[config.mk]
export PLATFORM = sky130hd
export DESIGN_NAME = grf_wb_queue_flat
export DESIGN_NICKNAME = d
export VERILOG_FILES = /design/src/rtl/grf_wb_queue_if.sv /design/src/rtl/grf_wb_queue.sv /design/src/flat_wrapper.sv
export SDC_FILE = /design/constraint.sdc
export NUM_CORES = 1
export LEC_CHECK = 0
export ABC_AREA = 1
export CAP_MARGIN = 10
export CORE_MARGIN = 3
export CORE_UTILIZATION = 30
export CTS_CLUSTER_SIZE = 12
export DETAILED_ROUTE_END_ITERATION = 16
export PLACE_DENSITY_LB_ADDON = 0.05
export RECOVER_POWER = 50
export SLEW_MARGIN = 30
export SYNTH_ARGS = -nofsm -noshare
export SYNTH_HDL_FRONTEND = slang
export SYNTH_SLANG_ARGS = --single-unit
[constraint.sdc]
create_clock -name Clk -period 20.4 [get_ports Clk]
set_input_delay 3.06 -clock Clk [delete_from_list [all_inputs] [get_ports Clk]]
set_output_delay 3.06 -clock Clk [all_outputs]
set_load 0.005 [all_outputs]
[src/rtl/grf_wb_queue_if.sv]
// Register-write request bundle for the GRF write queue.
// Source A is the main pipeline, source B the multi-cycle units.
interface grf_wb_queue_if;
  logic        a_valid;
  logic        a_ready;
  logic [4:0]  a_rw;
  logic [31:0] a_wd;
  logic [31:0] a_pc;
  logic        b_valid;
  logic        b_ready;
  logic [4:0]  b_rw;
  logic [31:0] b_wd;
  logic [31:0] b_pc;

  modport master (
    output a_valid, a_rw, a_wd, a_pc,
    output b_valid, b_rw, b_wd, b_pc,
    input  a_ready, b_ready
  );

  modport slave (
    input  a_valid, a_rw, a_wd, a_pc,
    input  b_valid, b_rw, b_wd, b_pc,
    output a_ready, b_ready
  );
endinterface

[src/rtl/grf_wb_queue.sv]
// GRF write-side queue: two request sources, one registered write
// per cycle, plus a pending-write scoreboard for hazard logic.
module grf_wb_queue #(
  parameter int DEPTH = 4,
  parameter int PTRW  = 2
) (
  input  logic            Clk,
  input  logic            Reset,
  grf_wb_queue_if.slave   src,
  output logic [4:0]      RW,
  output logic [31:0]     WD,
  output logic            WE,
  output logic [31:0]     WPC,
  output logic [31:0]     pending,
  output logic [PTRW:0]   count
);

  localparam logic [PTRW:0] CAP  = (PTRW+1)'(DEPTH);
  localparam logic [PTRW:0] CAP1 = (PTRW+1)'(DEPTH - 1);

  logic [4:0]       rw_q [DEPTH];
  logic [31:0]      wd_q [DEPTH];
  logic [31:0]      pc_q [DEPTH];
  logic [DEPTH-1:0] vld;
  logic [PTRW-1:0]  head;
  logic [PTRW-1:0]  tail;
  logic [PTRW-1:0]  b_slot;
  logic             a_st;
  logic             b_st;
  logic             pop;

  // Readiness looks only at registered occupancy; B yields a slot to A.
  always_comb begin
    src.a_ready = (count < CAP);
    src.b_ready = src.a_valid ? (count < CAP1) : (count < CAP);
  end

  // Accepted requests to $0 complete the handshake but are dropped.
  always_comb begin
    a_st   = src.a_valid && src.a_ready && (src.a_rw != 5'd0);
    b_st   = src.b_valid && src.b_ready && (src.b_rw != 5'd0);
    pop    = (count != '0);
    b_slot = a_st ? tail + PTRW'(1) : tail;
  end

  // Entry payload storage; validity is tracked separately.
  always_ff @(posedge Clk) begin
    if (a_st) begin
      rw_q[tail] <= src.a_rw;
      wd_q[tail] <= src.a_wd;
      pc_q[tail] <= src.a_pc;
    end
    if (b_st) begin
      rw_q[b_slot] <= src.b_rw;
      wd_q[b_slot] <= src.b_wd;
      pc_q[b_slot] <= src.b_pc;
    end
  end

  // Pointers, occupancy, valid bits and the registered write port.
  always_ff @(posedge Clk) begin
    if (Reset) begin
      head  <= '0;
      tail  <= '0;
      count <= '0;
      vld   <= '0;
      WE    <= 1'b0;
      RW    <= '0;
      WD    <= '0;
      WPC   <= '0;
    end else begin
      if (pop) begin
        vld[head] <= 1'b0;
        head      <= head + PTRW'(1);
        RW        <= rw_q[head];
        WD        <= wd_q[head];
        WPC       <= pc_q[head];
      end
      WE <= pop;
      if (a_st) vld[tail]   <= 1'b1;
      if (b_st) vld[b_slot] <= 1'b1;
      tail  <= tail + PTRW'(a_st) + PTRW'(b_st);
      count <= count + (PTRW+1)'(a_st) + (PTRW+1)'(b_st)
             - (PTRW+1)'(pop);
    end
  end

  // A register is pending while queued or while its write is issuing.
  always_comb begin
    pending = '0;
    for (int i = 0; i < DEPTH; i++) begin
      if (vld[i]) pending[rw_q[i]] = 1'b1;
    end
    if (WE) pending[RW] = 1'b1;
    pending[0] = 1'b0;
  end

endmodule
[src/flat_wrapper.sv]
// flat-port wrapper written by rule: the top's interface ports become plain ports
module grf_wb_queue_flat 
#(
  parameter int DEPTH = 4,
  parameter int PTRW  = 2
)
  (Clk, Reset, RW, WD, WE, WPC, pending, count, src_a_valid, src_a_rw, src_a_wd, src_a_pc, src_b_valid, src_b_rw, src_b_wd, src_b_pc, src_a_ready, src_b_ready);
  grf_wb_queue_if src_i ();
  input  logic Clk;
  input  logic Reset;
  output logic [4:0] RW;
  output logic [31:0] WD;
  output logic WE;
  output logic [31:0] WPC;
  output logic [31:0] pending;
  output logic [PTRW:0] count;
  input wire logic [$bits(src_i.a_valid)-1:0] src_a_valid;
  input wire logic [$bits(src_i.a_rw)-1:0] src_a_rw;
  input wire logic [$bits(src_i.a_wd)-1:0] src_a_wd;
  input wire logic [$bits(src_i.a_pc)-1:0] src_a_pc;
  input wire logic [$bits(src_i.b_valid)-1:0] src_b_valid;
  input wire logic [$bits(src_i.b_rw)-1:0] src_b_rw;
  input wire logic [$bits(src_i.b_wd)-1:0] src_b_wd;
  input wire logic [$bits(src_i.b_pc)-1:0] src_b_pc;
  output wire logic [$bits(src_i.a_ready)-1:0] src_a_ready;
  output wire logic [$bits(src_i.b_ready)-1:0] src_b_ready;
  assign src_i.a_valid = src_a_valid;
  assign src_i.a_rw = src_a_rw;
  assign src_i.a_wd = src_a_wd;
  assign src_i.a_pc = src_a_pc;
  assign src_i.b_valid = src_b_valid;
  assign src_i.b_rw = src_b_rw;
  assign src_i.b_wd = src_b_wd;
  assign src_i.b_pc = src_b_pc;
  assign src_a_ready = src_i.a_ready;
  assign src_b_ready = src_i.b_ready;
  grf_wb_queue #(.DEPTH(DEPTH), .PTRW(PTRW)) u_core (.Clk(Clk), .Reset(Reset), .src(src_i), .RW(RW), .WD(WD), .WE(WE), .WPC(WPC), .pending(pending), .count(count));
endmodule
==> summary.md <==
| Metric | Value |
|---|---|
| Gr ovfl total | `0` |
| Boundary Pins | `249` |
| RSZ-0062 raised after global routing | `no` |
| Setup violators final | `0` |
| Netlist cell types | `36` |
| Worst Path Required | `20590 ps` |
| FF+latch area | `9920 um^2` |
| Syn Area/Cell | `8.86 um^2` |
| Fin crit period | `8820 ps` |
| Status | `complete, but fails checks` |
| CP Capture Type | `flip-flop` |
| Vias per cell | `4.94` |
| Pre-CTS setup slack | `13160 ps` |
| Initial antenna violation count | `4` |
| Seq/Total Area, Yosys | `55.0%` |
| Final GP Congestion | `0.897` |
| Die X | `251 um` |
| CTS clock-pin slew for the worst setup and hold paths | `60 ps` |
| TritonCTS clock tree | `built` |
| Yosys warnings | `0` |
| Nets | `2376` |
| PostCTS Resize Cnt | `0` |
| Slew Limit Fails | `425` |
| IO buf count | `247` |
| Cell Area, Placed | `21000 um^2` |
| Simple-gate share of the synthesized area | `13.6%` |
| DR WL/cell | `20.6 um` |
| Post-Syn Area | `18000 um^2` |
| Synthesized flop and latch total | `357` |
| Slew of the pin with the lowest slew margin | `4130 ps` |
| Initial core utilization | `30.4%` |
| Global-route wire length before repair | `94200 um` |
| Syn nets | `2187` |
| Failing checks | `max-capacitance violations, max-slew violations` |
| Synth Area in Compound Gates | `21.7%` |
| Core Rows | `89` |
| # fillers | `6062` |
| Min Hold Slack | `582 ps` |
| WS Path Type | `in2reg` |
| Synth Area in XOR/XNOR | `0.0973%` |
| Detailed placement HPWL | `37800 um` |
| Clock Latency Late Sink | `580 ps` |
| CTS H-Tree Depth | `2` |
| GR Util All Layers | `19.5%` |
| Highest Clock Rate | `113 MHz` |
| Area share of fa/ha/maj cells after synthesis | `1.03%` |
| Crit-path max FO | `70` |
| Core Box Area | `59200 um^2` |
| Part of the cycle the worst path needs | `43.2%` |
| Post-Syn Instances | `2032` |
| Clock sinks | `357` |
| Share of layout cells above drive strength 1 | `4.25%` |
| Vias in the first global route | `15.0k` |
| DR DRC count | `0` |
| Max-Cap Viols | `8` |
| Largest net degree at the start of global routing | `87` |
| Hold-fix buffers at CTS | `0` |
| Final WS setup | `11580 ps` |
| Setup TNS | `0 ps` |
| Rel. slew slack | `-175%` |
| Cts bufs inserted | `45` |
| HP Class | `reg2reg` |
| Total Routed Length | `62500 um` |
| Post-synthesis mux area share | `0%` |
| Area delta synth->final | `24.0%` |
| 1st-iter DRT viols | `932` |
| Largest family of logic cells by synthesized area | `compound AO/OA/AOI/OAI gates` |
| Max IR drop VDD | `0.0835 mV` |
| Post-route cell area | `22300 um^2` |
| Vias after detailed routing | `15.0k` |
| DRT Pass-1 Iters | `5` |
| Chip height | `251 um` |
| Power Dens Cells | `142 nW/um^2` |
| Worst setup SP type | `input port` |
| Setup bufs post-CTS | `0` |
| ANT nets after route | `0` |
| Clock Path Buffers | `3` |
| Static leakage | `9.03 nW` |
| Clock skew after layout | `21.9 ps` |
| Clk root buf | `clkbuf_16` |
| Worst EP arrival | `9010 ps` |
| Final hold vios | `0` |
| Multi-input gate area in the final layout | `6600 um^2` |
| Die ar. | `63000 um^2` |
## path summary, 6_finish.rpt
path,to,start,slack (ps),cells after the start
max reg2reg,u_core.pc_q[1][9],u_core.count[2],14530,7
max,u_core.pc_q[1][9],src_a_rw[3],11580,9
min reg2reg,u_core.tail[1],u_core.tail[1],580,2
min,u_core.tail[1],u_core.tail[1],580,2
## logic make-up (layout without fill, tap and decap cells)
kind of cell	Yosys count	after routing
compound gates	704	704
buf+inv	346	571
flops	357	357
other cells	1	3
xor+xnor	2	2
fa+ha+maj	13	13
simple gates	609	609
## metal layers
| metal | global-route usage (%) | wire length [um] | vias to the layer above |
|---|---|---|---|
| met1 | 25.7 | 28200 | 7161 |
| met5 | 0 | 27 | - |
| met3 | 3.02 | 2720 | 81 |
| met2 | 33.9 | 30300 | 335 |
| li1 | - | - | 7411 |
| met4 | 4.62 | 1150 | 4 |
## cell type report
class,instances,area share [%]
Sequential cell,357,44.4
Multi-Input combinational cell,1329,29.6
Timing Repair Buffer,273,11.9
Clock buffer,70,5.78
Tap cell,773,4.33
Inverter,215,3.63
Clock inverter,13,0.331
Antenna cell,2,0.0224
## cells in the final DEF, fill, tap and decap left out, types with 5 or more instances in the layout
cell type,n
a21oi_1,27
a22oi_1,12
a31oi_1,7
buf_4,15
clkbuf_1,26
clkbuf_16,46
clkbuf_8,5
clkdlybuf4s50_1,171
clkinv_1,9
dfxtp_1,79
dlygate4sd3_1,76
edfxtp_1,276
ha_1,10
inv_1,209
inv_2,5
nand2_1,363
nand3_1,40
nor2_1,154
nor3_1,40
o2111ai_1,14
o211ai_1,6
o21ai_0,391
o21ai_1,106
o21bai_1,68
o22ai_1,67
## cell usage after synthesis
| library cell | number | area, um^2 |
|---|---|---|
| nand2_1 | 360 | 1350 |
| o21ai_0 | 298 | 1490 |
| edfxtp_1 | 276 | 8290 |
| inv_1 | 211 | 792 |
| o21ai_1 | 201 | 1010 |
| nor2_1 | 154 | 578 |
| dfxtp_1 | 81 | 1620 |
| o21bai_1 | 68 | 510 |
| o22ai_1 | 67 | 419 |
| clkbuf_1 | 65 | 244 |
| nor3_1 | 43 | 215 |
| nand3_1 | 37 | 185 |
| a21oi_1 | 27 | 135 |
| buf_2 | 24 | 120 |
| buf_6 | 18 | 203 |
| buf_4 | 16 | 120 |
| o2111ai_1 | 14 | 123 |
| a22oi_1 | 12 | 90.1 |
| ha_1 | 10 | 125 |
| buf_1 | 8 | 30.0 |
| a31oi_1 | 7 | 43.8 |
| o211ai_1 | 6 | 45.0 |
| nand2_2 | 5 | 31.3 |
| nand3_2 | 5 | 50.1 |
| inv_2 | 4 | 15.0 |
| fa_1 | 3 | 60.1 |
| o221ai_1 | 2 | 17.5 |
| xnor2_1 | 2 | 17.5 |
| a21oi_4 | 1 | 16.3 |
| conb_1 | 1 | 3.75 |
| nand4_1 | 1 | 6.26 |
| nor2_2 | 1 | 6.26 |
| nor3_2 | 1 | 10.0 |
| nor3_4 | 1 | 16.3 |
| o22a_1 | 1 | 8.76 |
| or2_2 | 1 | 6.26 |
## power breakdown
group | total [mW] | leakage [nW] | internal (mW) | switching [mW]
combinational | 1.17 | 5.15 | 0.399 | 0.771
sequential | 1.25 | 3.23 | 1.11 | 0.142
clock | 0.750 | 0.656 | 0.434 | 0.316
total | 3.17 | 9.03 | 1.94 | 1.23
## stage by stage
step           std cells  power, mW  util [%]
3_5_place_dp        2946       2.50      35.5
5_1_grt             3031       3.40      37.7
4_1_cts             3029       3.27      37.8
2_1_floorplan       2032       1.95         -
3_3_place_gp        2944       2.49      35.4
6_report            3032       3.17      37.7
## registers in the layout, indices dropped and copies added, names as in the netlist
| register | flops |
|---|---|
| u_core.WD | 32 |
| u_core.head | 2 |
| u_core.wd_q | 128 |
| u_core.pc_q | 128 |
| u_core.rw_q | 20 |
| u_core.tail | 2 |
| u_core.WPC | 32 |
| u_core.RW | 5 |
| u_core.count | 3 |
| u_core.WE | 1 |
| u_core.vld | 4 |
## critical path, cell delays in order
cell and delay (ps):
dlygate4sd3_1 660, inv_1 90, nand3_1 200, nand2_1 470
nand2_1 100, nand2_1 190, nand3_1 2080, o21ai_4 1320
buf_4 790
Note: power is estimated with default switching activity, not from simulation.
